[src/rtl/vtiming_pkg.sv]
// Shared timing record, standard modes and the legality rule for runtime configs.
package vtiming_pkg;

    localparam int VT_CW = 12;

    typedef struct packed {
        logic [VT_CW-1:0] h_active;
        logic [VT_CW-1:0] h_fp;
        logic [VT_CW-1:0] h_sync;
        logic [VT_CW-1:0] h_bp;
        logic [VT_CW-1:0] v_active;
        logic [VT_CW-1:0] v_fp;
        logic [VT_CW-1:0] v_sync;
        logic [VT_CW-1:0] v_bp;
        logic             h_pol;
        logic             v_pol;
    } vtiming_t;

    localparam vtiming_t VT_640x480_60 = '{
        h_active: 12'd640, h_fp: 12'd16, h_sync: 12'd96,  h_bp: 12'd48,
        v_active: 12'd480, v_fp: 12'd10, v_sync: 12'd2,   v_bp: 12'd33,
        h_pol: 1'b0, v_pol: 1'b0};

    localparam vtiming_t VT_800x600_60 = '{
        h_active: 12'd800, h_fp: 12'd40, h_sync: 12'd128, h_bp: 12'd88,
        v_active: 12'd600, v_fp: 12'd1,  v_sync: 12'd4,   v_bp: 12'd23,
        h_pol: 1'b1, v_pol: 1'b1};

    // Totals are summed two bits wider so four max-width fields cannot wrap.
    function automatic logic vtiming_legal(input vtiming_t t);
        logic [VT_CW+1:0] ht;
        logic [VT_CW+1:0] vt;
        logic [VT_CW+1:0] lim;
        logic             nz;
        lim = {2'b01, {VT_CW{1'b0}}};
        ht  = {2'b00, t.h_active} + {2'b00, t.h_fp} + {2'b00, t.h_sync} + {2'b00, t.h_bp};
        vt  = {2'b00, t.v_active} + {2'b00, t.v_fp} + {2'b00, t.v_sync} + {2'b00, t.v_bp};
        nz  = (t.h_active != '0) && (t.h_fp != '0) && (t.h_sync != '0) && (t.h_bp != '0) &&
              (t.v_active != '0) && (t.v_fp != '0) && (t.v_sync != '0) && (t.v_bp != '0);
        return nz && (ht <= lim) && (vt <= lim);
    endfunction

endpackage

[src/rtl/vtiming_span_cnt.sv]
// One timing axis: wrapping position counter plus registered first/last/active/sync flags.
// Decode uses the next count and the config that applies to it; wrap uses the registered last flag.
module vtiming_span_cnt #(
    parameter int          CW      = 12,
    parameter logic [CW-1:0] RST_CNT = '0,
    parameter logic        RST_POL = 1'b0
) (
    input  logic          pixel_clock,
    input  logic          reset,
    input  logic          en_i,
    input  logic [CW+1:0] tot_i,
    input  logic [CW+1:0] act_i,
    input  logic [CW+1:0] syn_lo_i,
    input  logic [CW+1:0] syn_hi_i,
    input  logic          pol_i,
    output logic [CW-1:0] cnt_o,
    output logic          last_o,
    output logic          first_o,
    output logic          act_o,
    output logic          syn_o
);

    logic [CW-1:0] cnt_q, cnt_d;
    logic [CW+1:0] cnt_w;
    logic          last_q, first_q, act_q, syn_q;

    assign cnt_d = !en_i ? cnt_q : (last_q ? '0 : cnt_q + 1'b1);
    assign cnt_w = {2'b00, cnt_d};

    // Reset parks the counter on its final position, so last starts high.
    always_ff @(posedge pixel_clock or posedge reset) begin
        if (reset) begin
            cnt_q   <= RST_CNT;
            last_q  <= 1'b1;
            first_q <= 1'b0;
            act_q   <= 1'b0;
            syn_q   <= ~RST_POL;
        end else begin
            cnt_q   <= cnt_d;
            last_q  <= (cnt_w == tot_i - 1'b1);
            first_q <= (cnt_d == '0);
            act_q   <= (cnt_w < act_i);
            syn_q   <= ((cnt_w >= syn_lo_i) && (cnt_w < syn_hi_i)) ^ ~pol_i;
        end
    end

    assign cnt_o   = cnt_q;
    assign last_o  = last_q;
    assign first_o = first_q;
    assign act_o   = act_q;
    assign syn_o   = syn_q;

endmodule

[src/rtl/vtiming_gen.sv]
// Video timing generator: sync/de/coords/strobes, all flops aligned to the same position.
// New configs are shadowed and swapped in on the (HT-1,VT-1)->(0,0) edge; cfg_ready low while one waits.
module vtiming_gen
    import vtiming_pkg::*;
#(
    parameter int   CW       = VT_CW,
    parameter int   H_ACTIVE = 640,
    parameter int   H_FP     = 16,
    parameter int   H_SYNC   = 96,
    parameter int   H_BP     = 48,
    parameter int   V_ACTIVE = 480,
    parameter int   V_FP     = 10,
    parameter int   V_SYNC   = 2,
    parameter int   V_BP     = 33,
    parameter logic H_POL    = 1'b0,
    parameter logic V_POL    = 1'b0
) (
    input  logic          pixel_clock,
    input  logic          reset,
    input  logic          cfg_valid,
    output logic          cfg_ready,
    input  logic [CW-1:0] cfg_h_active,
    input  logic [CW-1:0] cfg_h_fp,
    input  logic [CW-1:0] cfg_h_sync,
    input  logic [CW-1:0] cfg_h_bp,
    input  logic [CW-1:0] cfg_v_active,
    input  logic [CW-1:0] cfg_v_fp,
    input  logic [CW-1:0] cfg_v_sync,
    input  logic [CW-1:0] cfg_v_bp,
    input  logic          cfg_h_pol,
    input  logic          cfg_v_pol,
    output logic          cfg_err,
    output logic          hsync,
    output logic          vsync,
    output logic          de,
    output logic [CW-1:0] x,
    output logic [CW-1:0] y,
    output logic          line_start,
    output logic          frame_start
);

    localparam int HT0 = H_ACTIVE + H_FP + H_SYNC + H_BP;
    localparam int VT0 = V_ACTIVE + V_FP + V_SYNC + V_BP;

    localparam vtiming_t DEF_CFG = '{
        h_active: VT_CW'(H_ACTIVE), h_fp: VT_CW'(H_FP), h_sync: VT_CW'(H_SYNC), h_bp: VT_CW'(H_BP),
        v_active: VT_CW'(V_ACTIVE), v_fp: VT_CW'(V_FP), v_sync: VT_CW'(V_SYNC), v_bp: VT_CW'(V_BP),
        h_pol: H_POL, v_pol: V_POL};

    vtiming_t      cfg_in, cfg_act_q, cfg_pend_q, cfg_nx;
    logic          pend_vld_q, err_q;
    logic          x_last, y_last, x_first, y_first, h_act, v_act;
    logic          frame_end, apply, xfer, legal;
    logic [CW+1:0] h_slo, h_shi, h_tot, v_slo, v_shi, v_tot;

    assign cfg_in = '{
        h_active: cfg_h_active, h_fp: cfg_h_fp, h_sync: cfg_h_sync, h_bp: cfg_h_bp,
        v_active: cfg_v_active, v_fp: cfg_v_fp, v_sync: cfg_v_sync, v_bp: cfg_v_bp,
        h_pol: cfg_h_pol, v_pol: cfg_v_pol};

    assign legal     = vtiming_legal(cfg_in);
    assign frame_end = x_last & y_last;
    assign apply     = frame_end & pend_vld_q;
    // Ready reopens in the last cycle of a frame so a new offer can land on the swap edge.
    assign cfg_ready = ~pend_vld_q | frame_end;
    assign xfer      = cfg_valid & cfg_ready;
    assign cfg_nx    = apply ? cfg_pend_q : cfg_act_q;

    assign h_slo = {2'b00, cfg_nx.h_active} + {2'b00, cfg_nx.h_fp};
    assign h_shi = h_slo + {2'b00, cfg_nx.h_sync};
    assign h_tot = h_shi + {2'b00, cfg_nx.h_bp};
    assign v_slo = {2'b00, cfg_nx.v_active} + {2'b00, cfg_nx.v_fp};
    assign v_shi = v_slo + {2'b00, cfg_nx.v_sync};
    assign v_tot = v_shi + {2'b00, cfg_nx.v_bp};

    always_ff @(posedge pixel_clock or posedge reset) begin
        if (reset) begin
            cfg_act_q  <= DEF_CFG;
            cfg_pend_q <= DEF_CFG;
            pend_vld_q <= 1'b0;
            err_q      <= 1'b0;
        end else begin
            cfg_act_q <= cfg_nx;
            err_q     <= xfer & ~legal;
            if (xfer && legal) begin
                cfg_pend_q <= cfg_in;
                pend_vld_q <= 1'b1;
            end else if (apply) begin
                pend_vld_q <= 1'b0;
            end
        end
    end

    vtiming_span_cnt #(.CW(CW), .RST_CNT(CW'(HT0 - 1)), .RST_POL(H_POL)) u_h_cnt (
        .pixel_clock(pixel_clock), .reset(reset), .en_i(1'b1),
        .tot_i(h_tot), .act_i({2'b00, cfg_nx.h_active}), .syn_lo_i(h_slo), .syn_hi_i(h_shi),
        .pol_i(cfg_nx.h_pol),
        .cnt_o(x), .last_o(x_last), .first_o(x_first), .act_o(h_act), .syn_o(hsync)
    );

    vtiming_span_cnt #(.CW(CW), .RST_CNT(CW'(VT0 - 1)), .RST_POL(V_POL)) u_v_cnt (
        .pixel_clock(pixel_clock), .reset(reset), .en_i(x_last),
        .tot_i(v_tot), .act_i({2'b00, cfg_nx.v_active}), .syn_lo_i(v_slo), .syn_hi_i(v_shi),
        .pol_i(cfg_nx.v_pol),
        .cnt_o(y), .last_o(y_last), .first_o(y_first), .act_o(v_act), .syn_o(vsync)
    );

    assign de          = h_act & v_act;
    assign line_start  = x_first;
    assign frame_start = x_first & y_first;
    assign cfg_err     = err_q;

endmodule

[config.mk]
export PLATFORM = sky130hd
export DESIGN_NAME = vtiming_gen
export DESIGN_NICKNAME = d
export VERILOG_FILES = /design/src/rtl/vtiming_pkg.sv /design/src/rtl/vtiming_span_cnt.sv /design/src/rtl/vtiming_gen.sv
export SDC_FILE = /design/constraint.sdc
export NUM_CORES = 1
export LEC_CHECK = 0
export CORE_ASPECT_RATIO = 1.2
export CORE_MARGIN = 2
export CORE_UTILIZATION = 53
export CTS_CLUSTER_SIZE = 20
export DETAILED_ROUTE_END_ITERATION = 10
export GPL_TIMING_DRIVEN = 0
export PLACE_DENSITY = 0.76
export REMOVE_ABC_BUFFERS = 1
export SYNTH_ARGS = -nofsm -noshare
export SYNTH_HDL_FRONTEND = slang
export SYNTH_SLANG_ARGS = --single-unit
[constraint.sdc]
create_clock -name pixel_clock -period 7.7 [get_ports pixel_clock]
set_input_delay 1.925 -clock pixel_clock [delete_from_list [all_inputs] [get_ports pixel_clock]]
set_output_delay 1.925 -clock pixel_clock [all_outputs]
set_load 0.005 [all_outputs]
* Word level (Yosys, flattened, before mapping)
Cells that the tools add are included.
Storage, ports and cells: latch bits 0, memory bits (writable) 0, flip-flop bits (word level) 230, memories 0, output and inout bits 31, memory bits (read-only) 0
Operators by class: divide/modulo/power cells 0, reduce and logical (&&, ||, !) cells 23, $lt $le $gt $ge 8, $add $sub $neg 16, bitwise gates (word level) 13, shift-type cells 0, multiplexer cells 6, multipliers 0, eq/ne operators 2
Operators by type and width (count):
- $mux 98 | 1
- $reduce_bool 12->1 | 8
- $add 13x12->14 | 4
- $add 14x12->14 | 4
- $add 12x12->13 | 4
- $mux 12 | 3
- $eq 12x14->1 | 2
- $le 14x13->1 const B | 2
- $lt 12x14->1 | 2
- $sub 14x1->14 const B | 2
- $ge 12x13->1 | 2
- $add 12x1->12 const B | 2
- $logic_not 12->1 | 2
- $lt 12x12->1 | 2
- $logic_and 1x1->1 | 12
- $and 1x1->1 | 6
- $not 1->1 | 4
- $mux 1 | 2
- $reduce_bool 2->1 | 1
- $xor 1x1->1 | 2
- $or 1x1->1 | 1

* Logic depth before layout (Yosys ltp)
Gate-level depths: netlist of the first run.
depth after elaboration 12, mapped depth 31, mapped depth without buffers 27

* Cells and area by module
From an unflattened synthesis of the first run, not the netlist that was laid out.
Second synthesis, totals: cells, all modules 1602, area, all modules 16946.3 µm²
Modules (own cells, without submodules):
- vtiming_gen | area each 12869.8 µm², cells each 1100, times used 1, sequential area each 4994.8 µm²
- vtiming_span_cnt at u_h_cnt | area each 2040.7 µm², cells each 251, times used 1, sequential area each 411.6 µm²
- vtiming_span_cnt at u_v_cnt | area each 2035.7 µm², cells each 251, times used 1, sequential area each 406.6 µm²

* Least setup slack after synthesis of the first run
OpenSTA, ideal clock, no wires.
kind register to register, from reg u_v_cnt.last_q, in the netlist u_v_cnt.last_o, to reg u_v_cnt.last_q, in the netlist u_v_cnt.last_o, setup time 0.097 ns, cell stages (with the launch flop) 31, buffers on the path 4, arrival time 6.567 ns, slack 1.037 ns, period minus slack after synthesis 6.663 ns, cells stage by stage dfstp_2 clkbuf_1 nand3_1 clkbuf_1 buf_1 clkbuf_1 mux2_2 ha_1 fa_1 nand2_1 and2_1 a211oi_1 o221a_2 nor2_1 xnor2_1 ha_1 a21o_1 nor3_1 o21ai_0 a31oi_1 o21bai_1 xnor2_1 ha_1 inv_1 ha_1 a21oi_1 o21ai_0 nor3_1 nand4_1 or4_1 nor4_1
RTL lines:
- start, declared | line vtiming_span_cnt.sv:25 | logic last_q, first_q, act_q, syn_q;
- start signal, assigned | line vtiming_span_cnt.sv:40 | last_q <= (cnt_w == tot_i - 1'b1);

* Worst setup path in the final report of the first run
from in cfg_v_sync[1], to reg cfg_pend_q[86] (netlist name)
On the way: word-level cells in the longest chain between the ends 6, elaborated cells between the ends (all ways) 9
Ends and longest elaborated chain:
- start, declared | line vtiming_gen.sv:28 | input logic [CW-1:0] cfg_v_sync,
- branches (longest 4 deep; another with $add 13x12->14)
- $logic_and 1x1->1 * | line vtiming_pkg.sv:40 | return nz && (ht <= lim) && (vt <= lim);
- $logic_and 1x1->1 * | line vtiming_gen.sv:85 | if (xfer && legal) begin
- end signal, assigned | line vtiming_gen.sv:86 | cfg_pend_q <= cfg_in;
- end, declared | line vtiming_gen.sv:50 | vtiming_t cfg_in, cfg_act_q, cfg_pend_q, cfg_nx;
Every way passes the cells marked *. A chain may end at the register's enable or synchronous reset.

==> results of run 1 <==
==> worst min path at each step <==
stage | depth (start not counted) | start | to | slack [ns]
finish | 2 | cfg_act_q[6] | cfg_act_q[6] | 0.50
global route | 1 | cfg_pend_q[11] | cfg_pend_q[11] | 0.51
CTS | 2 | cfg_act_q[6] | cfg_act_q[6] | 0.50
detailed placement | 2 | cfg_act_q[12] | cfg_act_q[12] | 0.49
global placement | 2 | cfg_act_q[53] | cfg_act_q[53] | 0.47
floorplan | 2 | cfg_act_q[10] | cfg_act_q[10] | 0.46
==> metrics by stage <==
step                      hold WS [ns]  instance area, sq um  cells  TNS (ns)  util, %
final                           0.4963                 19390   2115         0    62.17
after global routing            0.5119                 19390   2115         0    62.17
after CTS                       0.4962                 19360   2113         0    62.10
after detailed placement        0.4853                 18530   2068         0    59.42
after global placement          0.4719                 18410   2064   -858.64    59.03
after floorplan                 0.4574                 16590   1532    -88.21        -
==> worst reg2reg max path, stage by stage, from the launching register on <==
cell      delay (ns)
dfstp_4         0.80
nand3_4         0.34
buf_12          0.30
mux2_2          0.30
ha_1            0.20
fa_1            0.24
nand2_1         0.09
and2_1          0.17
a211oi_1        0.39
o221a_2         0.32
nor2_1          0.06
xnor2_1         0.29
ha_1            0.32
a21o_1          0.23
nor3_1          0.18
o21ai_0         0.20
a31oi_1         0.24
o21bai_1        0.12
xnor2_1         0.24
ha_1            0.27
inv_1           0.06
ha_1            0.29
a21oi_1         0.23
o21ai_0         0.11
nor3_1          0.14
nand4_1         0.12
or4_1           0.49
nor4_1          0.28
==> where the power goes <==
group          internal, mW  switching [mW]
clock network         0.740           0.497
logic                 0.250           0.343
registers              1.21               0
total                  2.20           0.839
==> per-layer routing <==
layer | wire [microns] | global-route usage [%]
met5 | 0 | 0
met4 | 2150 | 11.95
met3 | 1565 | 2.666
met2 | 22090 | 47.09
met1 | 17030 | 30.40
==> placed cells by master, fill, tap and decap left out, drive strengths merged, types with 12 or more instances in the layout <==
cell / netlist / final
clkdlybuf4s50: 0 / 131
xor2: 42 / 42
clkbuf: 10 / 37
dfrtp: 184 / 184
mux2: 163 / 163
nand2: 60 / 60
dfstp: 46 / 46
nor2: 61 / 61
o21bai: 13 / 13
nor3: 29 / 29
o21ai: 66 / 66
fa: 54 / 54
nor4: 33 / 33
nand3: 32 / 34
inv: 148 / 150
or3: 12 / 12
o21a: 18 / 18
nor2b: 12 / 12
a211oi: 12 / 12
a21oi: 72 / 72
xnor2: 76 / 76
a21o: 26 / 26
ha: 194 / 194
mux2i: 44 / 44
==> repair_timing <==
item                                    4_1_cts  5_1_grt
cloned                                        0        2
pin swaps                                     1        1
resized for setup                             0        1
endpoints found under the setup margin        1        2
==> layout make-up <==
class / count / area (sq um) / area share (%)
Tap cell: 401 / 501.7 / 2.588
Inverter: 148 / 563.0 / 2.904
Timing Repair Buffer: 135 / 1406 / 7.254
Sequential cell: 230 / 5817 / 30.01
Multi-Input combinational cell: 1156 / 10260 / 52.94
Clock inverter: 8 / 125.1 / 0.6454
Clock buffer: 37 / 710.7 / 3.666
==> sequential cells by signal (all words and copies together) (netlist names), 12 cells and up <==
signal and count:
cfg_act_q 98, cfg_pend_q 98, u_h_cnt.cnt_o 12, u_v_cnt.cnt_o 12
==> kinds of logic after synthesis <==
kind of cell	share of synthesized area (%)
AO/OA/AOI/OAI	11.51
XOR/XNOR	6.176
adder cells (fa/ha/maj)	20.97
buffers and inverters	4.150
flip-flops	34.74
multiplexers	13.80
AND/OR/NAND/NOR	8.659
==> run_results.csv, run 1 <==
group,metric,value,unit
grt,grt_pass1_wl,67.59,mm
critical_path,r2r-start,"u_h_cnt.last_o",
critical_path,timing.rr.end,"u_v_cnt.last_o",
critical_path,path_common_cell,"fa_1",
logic_synthesis,synth_edf_count,0,
floorplanning,die_h,198.6,microns
floorplanning,io_pins,132,
sta,post-route-period-util,92.61,%
grt,first_global_vias,12740,
sta,skew,0.01776,ns
worst_hold_path,min_path_type,"register to register",
drt,vias_per_cell,5.877,
power_and_ir_drop,total_power,3.039,mW
clocking,cts_made_buffers,25,
critical_path,crit_buf_inv,2,
critical_path,cp_top_family,"adder cells",
floorplanning,dieWidth,166.2,microns
cells_and_area,drive_above_1_share,15.46,%
clocking,clkLatencyLatePin,0.53,ns
floorplanning,core_area,31180,sq um
sta,fmax,0.1402,GHz
grt,gr-total-overflow,0,
grt,antenna_found_initial,0,
placement,dp_hpwl,33.48,mm
grt,grt_usage,25.69,%
cells_and_area,num-fill-cells,2550,
power_and_ir_drop,power.leakage,9.833,nW
critical_path,cp-endpoint,"cfg_pend_q[86]",
placement,portBuffers,131,
sta,rsz0062_at_grt,"false",
sta,setup_viol,0,
clocking,clkSlewWorstSetupHoldPaths,0.06,ns
logic_synthesis,synth_common_cells,"194 x ha_1, 184 x dfrtp_1, 154 x mux2_2, 148 x inv_1, 76 x xnor2_1",
critical_path,slowest_stage,"or4b_4",
sta,slew_violations,0,
logic_synthesis,synth_area_leaders,"dfrtp_1 28%, ha_1 15%, mux2_2 10%",
logic_synthesis,syn_area,16730,sq um
outcome,outcome,"finished, final reports clean",
drt,ant_nets,0,
floorplanning,start_util,53.67,%
drt,vias,12430,
clocking,cts_tree,"done",
logic_synthesis,yosysUniqueCellTypes,68,
critical_path,worstRegToRegCells,27,
drt,drc,0,
floorplanning,fp-row-count,71,
sta,tightest_slew,1.116,ns
cells_and_area,antenna_cells,0,
drt,post_drt_wl_per_cell,20.25,microns
critical_path,max_stage_delay,0.96,ns
logic_synthesis,ys_seq_area_share,34.74,%
clocking,ctsHoldBuffers,0,
critical_path,critical_path_class,"input port to register",
sta,period_needed,7.131,ns
placement,dp_slack,0.06084,ns
cells_and_area,final_nets,2045,
sta,worst_slack,0.5694,ns
sta,relSlewSlack,24.85,%
sta,hold_viol,0,
cells_and_area,syn_to_final_growth,15.85,%
power_and_ir_drop,ir_worst_vdd,0.0001612,V
logic_synthesis,synthArstFlopShare,100.0,%
critical_path,worst-path-max-fanout,61,
critical_path,required,8.10,ns
critical_path,critPathLaunch,"cfg_v_sync[1]",
critical_path,rrSetupSlack,0.57,ns
logic_synthesis,postSynthAreaPerCell,10.73,sq um
logic_synthesis,yosysTopAreaCellShare,27.52,%
power_and_ir_drop,power_density,156.7,nW/um^2
grt,grt_max_degree,121,
clocking,cts-root-buf,"clkbuf_16",
clocking,clock-sinks,230,
critical_path,critPathLaunchType,"input port",
critical_path,crit_chain,"clkdlybuf4s50_1 -> fa_1 -> fa_1 -> ha_1 -> fa_1 -> or3_1 -> a221o_1 -> a311oi_1 -> o211ai_1 -> a2111oi_2 -> a31oi_1 -> or4b_4 -> buf_16 -> mux2_4",
logic_synthesis,yosysTopAreaCell,"dfrtp_1",
critical_path,worst_setup_path_end_kind,"register",
job,drv_cap,0,
critical_path,crit_cells,14,
drt,drt-pass1-iter-count,7,
drt,drtIter0Drc,808,
drt,wl,42.84,mm
logic_synthesis,yosysWarnings,0,
placement,place.gp.congestion,0.8892,
clocking,cts_buffer_depth,3,
logic_synthesis,yosysMostFrequentCell,"ha_1",
logic_synthesis,synth-main-ff-cell,"dfrtp_1",
clocking,h-tree-depth,1,
floorplanning,floorplan.die_area,33020,sq um
clocking,cts_setup_buffers,0,
logic_synthesis,synth_cells,1560,
critical_path,arrival,7.53,ns
logic_synthesis,synth-seq-cells,230,
Note: power is estimated with default switching activity, not from simulation.
==> inputs of run 2 (changes only) <==
--- a/config.mk
+++ b/config.mk
@@ -5,7 +5,6 @@
 export SDC_FILE = /design/constraint.sdc
 export NUM_CORES = 1
 export LEC_CHECK = 0
-export CORE_ASPECT_RATIO = 1.2
 export CORE_MARGIN = 2
 export CORE_UTILIZATION = 53
 export CTS_CLUSTER_SIZE = 20
==> run 2 against run 1 <==
Net effect:
- cell count increased by 0.19%
- register-to-register slack improved by 0.05 ns
- worst setup slack worse by 0.17 ns
- combinational power increased by 0.8%
- clock skew down 0.0086 ns
- clock-buffer cell count down 5
- critical path depth did not move
- core utilization decreased by 0.11 points
==> run_results.csv, run 2 (synthesis results as in run 1) <==
group,metric,value,unit
clocking,postCtsResizedCells,0,
power_and_ir_drop,power_density,157.0,nW/um^2
critical_path,timing.rr.end,"u_v_cnt.last_o",
outcome,outcome,"finished, final reports clean",
grt,grt.met1_usage,31.62,%
clocking,clkLatencyLatePin,0.54,ns
critical_path,slowest_stage,"or4b_4",
floorplanning,die_h,181.7,microns
grt,grt.met2_usage,45.43,%
critical_path,worst_setup_path_end_kind,"register",
placement,dp_hpwl,33.17,mm
sta,tightest_slew,1.039,ns
sta,fin_setup_tns,0,ns
clocking,ctsHoldBuffers,0,
sta,relSlewSlack,30.73,%
floorplanning,fp-row-count,65,
drt,post_drt_wl_per_cell,19.72,microns
cells_and_area,num-fill-cells,2515,
sta,post-route-period-util,94.80,%
cells_and_area,final_nets,2046,
drt,drt-pass1-iter-count,7,
floorplanning,start_util,53.44,%
cells_and_area,largestRegisters,"cfg_act_q (98), cfg_pend_q (98)",
critical_path,worst-path-max-fanout,59,
clocking,clkSlewWorstSetupHoldPaths,0.06,ns
critical_path,crit_chain,"clkdlybuf4s50_1 -> fa_1 -> fa_1 -> ha_1 -> fa_1 -> or3_1 -> a221oi_1 -> o311ai_0 -> nor4_1 -> nand4_1 -> o31ai_1 -> or4b_4 -> buf_16 -> mux2_4",
grt,top_usage_layer,"met2",
clocking,cts_made_buffers,26,
drt,wl,41.79,mm
sta,skew,0.009177,ns
critical_path,arrival,7.72,ns
power_and_ir_drop,power.leakage,9.865,nW
cells_and_area,antenna_cells,0,
critical_path,critPathLaunch,"cfg_h_fp[1]",
grt,gr-total-overflow,0,
floorplanning,core_area,31310,sq um
placement,place.gp.congestion,0.8711,
placement,dp_slack,-0.05128,ns
sta,slew_violations,0,
clocking,clock-sinks,230,
clocking,cts_buffer_depth,3,
floorplanning,floorplan.die_area,33010,sq um
critical_path,required,8.12,ns
cells_and_area,layout_common_cells,"194 x ha_1, 184 x dfrtp_1, 154 x mux2_2",
clocking,cts-root-buf,"clkbuf_16",
sta,whs,0.4929,ns
drt,drtIter0Drc,619,
clocking,cts_setup_buffers,0,
clocking,cts_tree,"done",
cells_and_area,syn_to_final_growth,16.13,%
drt,vias,12290,
sta,fmax,0.1370,GHz
grt,grt_max_degree,95,
worst_hold_path,min_path_type,"register to register",
sta,hold_viol,0,
sta,period_needed,7.300,ns
cells_and_area,drive_above_1_share,15.90,%
power_and_ir_drop,total_power,3.051,mW
critical_path,worstRegToRegCells,27,
critical_path,path_common_cell,"fa_1",
critical_path,critical_path_class,"input port to register",
cells_and_area,layout_commonest_cell,"ha_1",
drt,drc,0,
placement,portBuffers,131,
placement,dpl.cell_count,2070,
grt,antenna_found_initial,0,
grt,first_global_vias,12830,
clocking,h-tree-depth,1,
drt,ant_nets,0,
grt,grt_use_met3,2.647,%
floorplanning,dieWidth,181.7,microns
critical_path,cp-endpoint,"cfg_pend_q[86]",
grt,grt_usage,25.63,%
sta,rsz0062_at_grt,"false",
floorplanning,io_pins,132,
job,drv_cap,0,
sta,worst_slack,0.4004,ns
power_and_ir_drop,ir_worst_vdd,0.0001745,V
drt,vias_per_cell,5.801,
critical_path,critPathLaunchType,"input port",
sta,setup_viol,0,
critical_path,rrSetupSlack,0.62,ns
critical_path,r2r-start,"u_h_cnt.last_o",
grt,grt_pass1_wl,66.95,mm
cells_and_area,stdcell_count,2119,
critical_path,max_stage_delay,0.92,ns
## run 2: changes by cell type in the layout (fill, tap and decap cells not counted), sizes merged
cell,change
buf,+1
bufinv,-1
clkbuf,-5
clkinv,+8
clkinvlp,+2
inv,-1
nand3,-1
## run 2: how the worst min path moves through the flow
stage	startpoint	to	slack (ns)	depth (start not counted)
floorplan	cfg_act_q[10]	cfg_act_q[10]	0.46	2
global placement	cfg_act_q[61]	cfg_act_q[61]	0.48	2
detailed placement	cfg_act_q[5]	cfg_act_q[5]	0.49	2
CTS	cfg_act_q[5]	cfg_act_q[5]	0.50	2
global route	cfg_pend_q[72]	cfg_pend_q[72]	0.51	1
finish	cfg_act_q[5]	cfg_act_q[5]	0.49	2
## run 2: metrics by stage
stage	cell area, sq um	util [%]
CTS	19420	62.03
global route	19430	62.06
global placement	18410	58.79
floorplan	16590	-
finish	19430	62.06
detailed placement	18560	59.28
## run 2: final cells by class
cell class / instances / area (sq um) / area share, %
multi-input combinational: 1155 / 10250 / 52.76
sequential: 230 / 5813 / 29.91
timing repair buffer: 136 / 1441 / 7.417
clock buffer: 32 / 714.4 / 3.677
inverter: 148 / 563.0 / 2.897
tap: 402 / 503.0 / 2.588
clock inverter: 16 / 145.1 / 0.7469
## run 2: critical path: cells and delay by family
| family | cells | cell delay (ns) |
|---|---|---|
| fa+ha+maj | 4 | 1.67 |
| mux | 1 | 0.33 |
| buf+inv | 2 | 1.05 |
| compound gates | 3 | 0.86 |
| simple gates | 4 | 1.84 |
## run 2: per-layer routing
layer | part of all wire [%] | vias to the layer above
met3 | 3.6 | 92
met2 | 50 | 277
met1 | 42 | 6054
met5 | 0 | -
met4 | 4.9 | 0
li1 | - | 5870
## run 2: power by group
part	switching, mW	leakage, nW	total [mW]	internal (mW)
clock network	0.516	0.423	1.24	0.728
logic	0.345	6.41	0.598	0.253
registers	0	3.03	1.21	1.21
